## config.mk

```make
export PLATFORM = sky130hd
export DESIGN_NAME = ret_addr_stack
export DESIGN_NICKNAME = d
export VERILOG_FILES = /design/src/rtl/ca2_pkg.sv /design/src/rtl/ras_mem.sv /design/src/rtl/ret_addr_stack.sv
export SDC_FILE = /design/constraint.sdc
export NUM_CORES = 1
export LEC_CHECK = 0
export ABC_AREA = 1
export CAP_MARGIN = 25
export CORE_ASPECT_RATIO = 1.75
export CORE_MARGIN = 2
export CORE_UTILIZATION = 50
export DETAILED_ROUTE_END_ITERATION = 7
export DONT_BUFFER_PORTS = 1
export HOLD_SLACK_MARGIN = 0.08
export PLACE_DENSITY = 0.76
export SYNTH_ARGS = -nofsm -noshare
export SYNTH_HDL_FRONTEND = slang
export SYNTH_SLANG_ARGS = --single-unit
```

## constraint.sdc

```tcl
create_clock -name clk -period 2.96 [get_ports clk]
set_input_delay 0.592 -clock clk [delete_from_list [all_inputs] [get_ports clk]]
set_output_delay 0.592 -clock clk [all_outputs]
set_load 0.02 [all_outputs]
```

## src/rtl/ca2_pkg.sv

```systemverilog
// Shared CA-2 datapath types: PC width and the return-address-stack op decode.
package ca2_pkg;

  localparam int PC_W = 12;

  typedef logic [PC_W-1:0] pc_t;

  typedef enum logic [1:0] {
    RAS_HOLD,
    RAS_PUSH,
    RAS_POP,
    RAS_REPL
  } ras_op_e;

endpackage

```

## src/rtl/ras_mem.sv

```systemverilog
// DEPTH x ADDR_W register array: one synchronous write port, one async read port,
// every entry cleared by the asynchronous reset.
module ras_mem #(
  parameter int ADDR_W = 12,
  parameter int DEPTH  = 8,
  localparam int PTR_W = $clog2(DEPTH)
) (
  input  logic              clk,
  input  logic              rst,
  input  logic              we,
  input  logic [PTR_W-1:0]  waddr,
  input  logic [ADDR_W-1:0] wdata,
  input  logic [PTR_W-1:0]  raddr,
  output logic [ADDR_W-1:0] rdata
);

  logic [ADDR_W-1:0] mem [DEPTH];

  always_ff @(posedge clk or posedge rst) begin
    if (rst) begin
      for (int i = 0; i < DEPTH; i++) mem[i] <= '0;
    end else if (we) begin
      mem[waddr] <= wdata;
    end
  end

  assign rdata = mem[raddr];

endmodule

```

## src/rtl/ret_addr_stack.sv

```systemverilog
// Return-address LIFO for CALL/RET; top_addr feeds the PC-source mux.
// Define RAS_ERR_FLAG_EN to build the sticky over/underflow err flag.
module ret_addr_stack
  import ca2_pkg::*;
#(
  parameter int ADDR_W = PC_W,
  parameter int DEPTH  = 8,
  localparam int CNT_W = $clog2(DEPTH + 1)
) (
  input  logic              clk,
  input  logic              rst,
  input  logic              push,
  input  logic              pop,
  input  logic [ADDR_W-1:0] push_addr,
  output logic [ADDR_W-1:0] top_addr,
  output logic              empty,
  output logic              full,
  output logic [CNT_W-1:0]  count,
  output logic              err
);

  localparam int PTR_W = $clog2(DEPTH);

  logic [CNT_W-1:0]  sp;
  logic [PTR_W-1:0]  top_idx;
  logic [PTR_W-1:0]  waddr;
  logic [ADDR_W-1:0] rdata;
  ras_op_e           op;

  assign count   = sp;
  assign empty   = (sp == '0);
  assign full    = (sp == CNT_W'(DEPTH));
  assign top_idx = PTR_W'(sp - CNT_W'(1));

  // Simultaneous push/pop on an empty stack degrades to a plain push.
  always_comb begin
    op = RAS_HOLD;
    if (push && pop && !empty)
      op = RAS_REPL;
    else if (push && !full)
      op = RAS_PUSH;
    else if (pop && !push && !empty)
      op = RAS_POP;
  end

  assign waddr = (op == RAS_PUSH) ? sp[PTR_W-1:0] : top_idx;

  ras_mem #(
    .ADDR_W (ADDR_W),
    .DEPTH  (DEPTH)
  ) u_mem (
    .clk   (clk),
    .rst   (rst),
    .we    ((op == RAS_PUSH) || (op == RAS_REPL)),
    .waddr (waddr),
    .wdata (push_addr),
    .raddr (top_idx),
    .rdata (rdata)
  );

  assign top_addr = empty ? '0 : rdata;

  always_ff @(posedge clk or posedge rst) begin
    if (rst) begin
      sp <= '0;
    end else begin
      case (op)
        RAS_PUSH: sp <= sp + CNT_W'(1);
        RAS_POP:  sp <= sp - CNT_W'(1);
        default:  ;
      endcase
    end
  end

`ifdef RAS_ERR_FLAG_EN
  logic err_q;

  always_ff @(posedge clk or posedge rst) begin
    if (rst)
      err_q <= 1'b0;
    else if ((push && !pop && full) || (pop && !push && empty))
      err_q <= 1'b1;
  end

  assign err = err_q;
`else
  assign err = 1'b0;
`endif

endmodule

```

Word level (Yosys, flattened, before mapping)
Cells that the tools add are included.
{ "totals": {"register_bits": 100, "in_bits": 16, "output_inout_bits": 19, "wordCells": 44} }
{ "op_classes": {"addsub": 2, "magnitude_cmp": 3, "eq_ne": 4, "n_mux": 12, "bitwise_logic": 2, "reduce_logical": 12} }
{ "ops": {"columns": ["cell", "n"], "rows": [
  ["96-bit bitwise mux", 1],
  ["12-bit 2-to-1 mux", 4],
  ["12-bit binary-select mux with 3-bit select", 1],
  ["12-bit demux with 3-bit select", 1],
  ["4-bit >= comparator, second input constant", 2],
  ["3-bit NOT with 4-bit output", 2],
  ["4-bit one-hot mux with 2 select lines", 1],
  ["1-bit logical AND", 6],
  ["2-bit 2-to-1 mux", 3],
  ["4-bit by 1-bit adder with 4-bit output, second input constant", 1],
  ["2-bit equality test, second input constant", 2],
  ["4-bit equality test, second input constant", 1],
  ["4-bit logical NOT", 1],
  ["4-bit by 1-bit < comparator with 1-bit output, second input constant", 1],
  ["4-bit by 1-bit subtractor with 4-bit output, second input constant", 1],
  ["1-bit logical NOT", 3],
  ["3-bit 2-to-1 mux", 1],
  ["2-bit by 1-bit equality test with 1-bit output, second input constant", 1],
  ["2-bit nonzero test", 1],
  ["1-bit logical OR", 1]
]} }

Logic depth before layout (Yosys ltp)
{ "depth": {"ltp_word": 14, "mapped_depth": 15, "depth_no_buf": 12} }

Modules after synthesis
From an unflattened synthesis, not the netlist that was laid out.
{ "hier_totals": {"cells_unflattened": 736, "area_unflattened_um2": 5213.8} }
{ "modules_own_cells": {"columns": ["module", "n_inst", "cells_per_inst", "area_each_um2", "seq_area_each_um2"], "rows": [
  ["ras_mem", 1, 654, 4727.0, 2402.3],
  ["ret_addr_stack", 1, 82, 486.7, 100.1]
]} }

Worst setup path after synthesis
Ideal clock, no wire load.
{ "synth_path": {"kind": "register to output", "from": "reg sp[0] (netlist: count[0])", "to": "out top_addr[10]", "arrival_ns": 2.445, "required_ns": 2.368, "path_slack_ns": -0.077, "stages_incl_launch_ff": 11, "n_path_buf": 3, "cell_sequence": "dfrtp_1 -> clkbuf_1 -> clkinv_1 -> clkbuf_1 -> ha_1 -> inv_1 -> clkbuf_1 -> o21ai_0 -> o22ai_1 -> o21ai_0 -> nor2_1"} }
{ "synth_via": {"elab_chain_cells": 6, "elab_cells_between_ends": 7, "classes_between": "add/sub (1); mux (4); bitwise (1); reduce/logical (1)"} }
{ "synth_rtl": {"columns": ["element", "line_no", "source"], "rows": [
  ["from (decl)", "ret_addr_stack.sv:24", "logic [CNT_W-1:0] sp;"],
  ["from (signal assigned)", "ret_addr_stack.sv:68", "RAS_PUSH: sp <= sp + CNT_W'(1);"],
  ["from (signal assigned)", "ret_addr_stack.sv:69", "RAS_POP: sp <= sp - CNT_W'(1);"],
  ["4-bit by 1-bit subtractor with 4-bit output", null, null],
  ["named net top_idx[0]", "ret_addr_stack.sv:25", "logic [PTR_W-1:0] top_idx;"],
  ["3-bit NOT with 4-bit output (implied by the code)", "ras_mem.sv:27", "assign rdata = mem[raddr];"],
  ["12-bit binary-select mux with 3-bit select", "ras_mem.sv:27", null],
  ["12-bit 2-to-1 mux (implied by the code) (2 in series)", "ras_mem.sv:27", null],
  ["12-bit 2-to-1 mux", "ret_addr_stack.sv:61", "assign top_addr = empty ? '0 : rdata;"],
  ["to (decl)", "ret_addr_stack.sv:15", "output logic [ADDR_W-1:0] top_addr,"]
]} }
The timed path passes the listed nets, and every way through them passes these cells. The select of a mux whose other input is x is not followed.

Worst setup path in the final report
{ "layout_path": {"from": "reg sp[1] (netlist: count[1])", "to": "out top_addr[10]"} }
{ "layout_via": {"elab_chain_cells": 6, "elab_cells_between_ends": 7, "classes_between": "add/sub (1); mux (4); bitwise (1); reduce/logical (1)"} }
{ "layout_rtl": {"columns": ["element", "line_no"], "rows": [
  ["4-bit by 1-bit subtractor with 4-bit output", null],
  ["3-bit NOT with 4-bit output (implied by the code)", "ras_mem.sv:27"],
  ["12-bit binary-select mux with 3-bit select", "ras_mem.sv:27"],
  ["12-bit 2-to-1 mux (implied by the code) (2 in series)", "ras_mem.sv:27"],
  ["12-bit 2-to-1 mux *", "ret_addr_stack.sv:61"]
]} }
Every way passes the cells marked *; elsewhere a longest branch is shown, timed or not. The select of a mux whose other input is x is not followed.

==> metrics.md <==
| Metric | Value |
|---|---|
| Remaining Overflow, GRT | 0 |
| # setup viols final | 0 |
| Leading cell types by total area after synthesis | sky130_fd_sc_hd__dfrtp_1, sky130_fd_sc_hd__nand2_1, sky130_fd_sc_hd__nand3_1, sky130_fd_sc_hd__o21ai_0, sky130_fd_sc_hd__nor2_1 |
| Width of the die | 80.18 um |
| Number of nets in the final layout | 668 |
| Slew @ Worst Pin | between 700 and 800 ps |
| Root buffer selected by CTS | sky130_fd_sc_hd__clkbuf_16 |
| Max incr delay on CP | about 380 ps |
| Ordered list of cells on the worst path | inv_1 -> ha_1 -> inv_1 -> buf_4 -> o21ai_0 -> o22ai_1 -> o21ai_0 -> nor2_2 |
| Layout cell share with drive strength beyond 1 | about 8.5% |
| WL per Instance | ~18 um |
| Vias per std cell | 6.017 |
| Weighted congestion reported at the end of routability-driven placement | around 0.86 |
| Number of distinct standard cells referenced by the synthesized netlist | 24 |
| Placement row count | 48 |
| Post-route setup TNS | 0 ps |
| Share of the yosys chip area belonging to registers | between 40% and 50% |
| Startpoint of the lowest-slack register-to-register path | count[0] |
| Vias in the first global route | 4465 |
| Number of max-capacitance violations reported | 0 |
| Top library cells by usage in the layout, fill and taps aside | sky130_fd_sc_hd__nand2_1, sky130_fd_sc_hd__nand3_1, sky130_fd_sc_hd__dfrtp_1 |
| Count of yosys warnings during synthesis | 0 |
| DRC violation total after the first TritonRoute iteration | ~650 |
| CP startpoint kind | flip-flop |
| Initial antenna violation count | 0 |
| Total I/O pin count | 35 |
| Antenna cell count | 0 |
| Slew HR | around 51% |
| Number of buffers created by CTS | 9 |
| Residual antenna-violating net count after detailed routing | 0 |
| Post-layout minimum cycle time | slightly below 3000 ps |
| Relative area change from synthesis to final layout | 7.417% |
| Post-synth design cell area | about 0.0051 mm2 |
| Initial Util | between 50% and 60% |
| Skew final | 10.37 ps |
| TritonRoute pass-1 iters | 5 |
| Library cell with the largest summed area after synthesis | sky130_fd_sc_hd__dfrtp_1 |
| Destination of the worst register-to-register timing path | u_mem.mem[26] |
| Required time worst endpoint | between 2000 and 2500 ps |
| Adder-Cell Fraction of Synth Area | 0.4929% |
| Maximum number of pins on one net before global-route repair | 55 |
| Category of the most critical setup path | reg -> out |
| Area share of the largest cell type after synthesis | between 40% and 50% |
| GR Util All Layers | between 20% and 30% |
| Final non-filler cell area | ~0.0055 mm2 |
| Outcome | completed |
| Worst-case reg-to-reg path depth | 12 |
| Port bufs | 0 |
| Area of combinational cells with multiple inputs | 0.002295 mm2 |
| Final Hold Violating Endpoints | 0 |
| Register-to-Register Setup Slack | approximately 190 ps |
| Crit path capture type | output port |
| Largest family of logic cells by synthesized area | simple AND/OR/NAND/NOR gates |
| Syn avg cell area | 7.544 um2 |
| Worst skew pair latency | approximately 340 ps |
| Portion of netlist area occupied by mux cells | 0% |
| Final clock period utilization by the worst path | a little over nine tenths |
| Cells after Synth | a little under 700 |
| XOR/XNOR Fraction of Synth Area | less than 1% |
| TritonCTS clock tree | built |
| Maximum level of the CTS H-tree | 3 |
| Data arrival time at the worst-slack endpoint | ~2300 ps |
| Biggest fanout along the worst timing path | 16 |
| Drc violations | 0 |
| Total count of max-transition violations in the final report | 0 |
| Standard cell with the maximum stage delay on the critical path | sky130_fd_sc_hd__dfrtp_1 |
| Chip Height | between 100 and 150 um |
| First-pass GRT wire length | ~23000 um |
| Max Fclk | between 0.3 and 0.4 GHz |
| Number of sinks driven by the clock tree | 100 |
| Synthesized-area fraction occupied by ao, oa, aoi and oai cells | approximately a tenth |
| Mapped Nets | 691 |
| Sum of net half-perimeters after detailed placement | roughly 9300 um |
| Number of buffers on the longest clock path | 2 |
| Number of flip-flops and latches in the synthesized netlist | 100 |
| DIE AREA | around 0.011 mm2 |
| RSZ-0062 raised after global routing | yes |
| Total Wirelength | 14230 um |
| Fraction of the mapped netlist area in simple logic gates | approximately 34% |
| Hold crit path type | in -> async |
| Fill count | about 950 |
| Area after DPL | about 0.0052 mm2 |
| Leading cell type in the layout, fill and taps excluded | sky130_fd_sc_hd__nand2_1 |
| Total vias in the final route | roughly 4700 |
| Storage element area | ~0.0025 mm2 |
| Final hold slack | about 240 ps |
| Core footprint | around 0.0098 mm2 |
| Clock input transition at the sequential cells of the worst setup and hold paths | about 70 ps |
==> cell usage after synthesis, drive strengths merged <==
library cell,n
o21ai,62
nand2,222
xnor2,1
nand3,107
clkbuf,28
xor2,4
dfrtp,100
o31ai,1
nor2,81
buf,29
clkinv,1
inv,9
o211ai,1
o22ai,24
ha,2
conb,1
==> layout make-up <==
| cell class | instances | area share, % |
|---|---|---|
| repair buffers | 22 | 3.258 |
| inverters | 10 | 0.7571 |
| clock buffers | 11 | 4.451 |
| flip-flops and latches | 100 | 45.91 |
| clock inverters | 5 | 0.6882 |
| well taps | 125 | 2.868 |
| multi-input cells | 507 | 42.07 |
==> metal layers <==
metal | up-vias | routed length (um) | GRT usage, %
met1 | 2267 | 5545 | 34.33
met4 | 0 | 492 | 12.34
met5 | - | 0 | 0
met3 | 45 | 977 | 4.325
met2 | 238 | 7212 | 44.54
li1 | 2143 | - | -
==> cell families (layout without fill, tap and decap cells) <==
logic type / after synthesis / after routing
and+or+nand+nor: 410 / 411
DFF: 100 / 100
AOI/OAI and AO/OA: 88 / 88
buffers and inverters: 67 / 48
xor gates and xnor gates: 5 / 5
adders and majority gates: 2 / 2
other: 1 / 1
==> sequential cells by signal (all words and copies together) (netlist names) <==
signal / cells
count: 4
u_mem.mem: 96
==> what timing repair did <==
action | 4_1_cts | 5_1_grt
endpoints found under the setup margin | 1 | 62
setup buffers | 0 | 0
hold buffers | 0 | 0
cloned | 0 | 1
pin swaps | 0 | 1
resized for setup | 1 | 2
==> how the worst max path moves through the flow <==
stage                     to  cells after the start  startpoint
3_3_place_gp   u_mem.mem[65]                     10    count[0]
4_1_cts         top_addr[10]                      8    count[1]
6_report        top_addr[10]                      8    count[1]
5_1_grt        u_mem.mem[57]                     12    count[0]
3_5_place_dp   u_mem.mem[64]                     10    count[0]
2_1_floorplan    top_addr[4]                     10    count[0]
==> per-stage QoR <==
stage,cells,worst slack [ps],util [%]
after floorplan,673,10.57,-
after global placement,763,157.9,52.34
after detailed placement,763,81.94,52.34
after CTS,779,119.8,55.26
after global routing,780,-30.82,55.37
final,780,79.64,55.37
==> worst max-delay path, delay by kind of cell (launching register included) <==
| family | cells | cell delay (ps) |
|---|---|---|
| compound gates | 3 | 550 |
| buf+inv | 3 | 440 |
| flops | 1 | 380 |
| fa+ha+maj | 1 | 280 |
| simple gates | 1 | 280 |
Power is not shown: default switching activity piles up to over one toggle a cycle in this logic, so the estimate is an artifact.
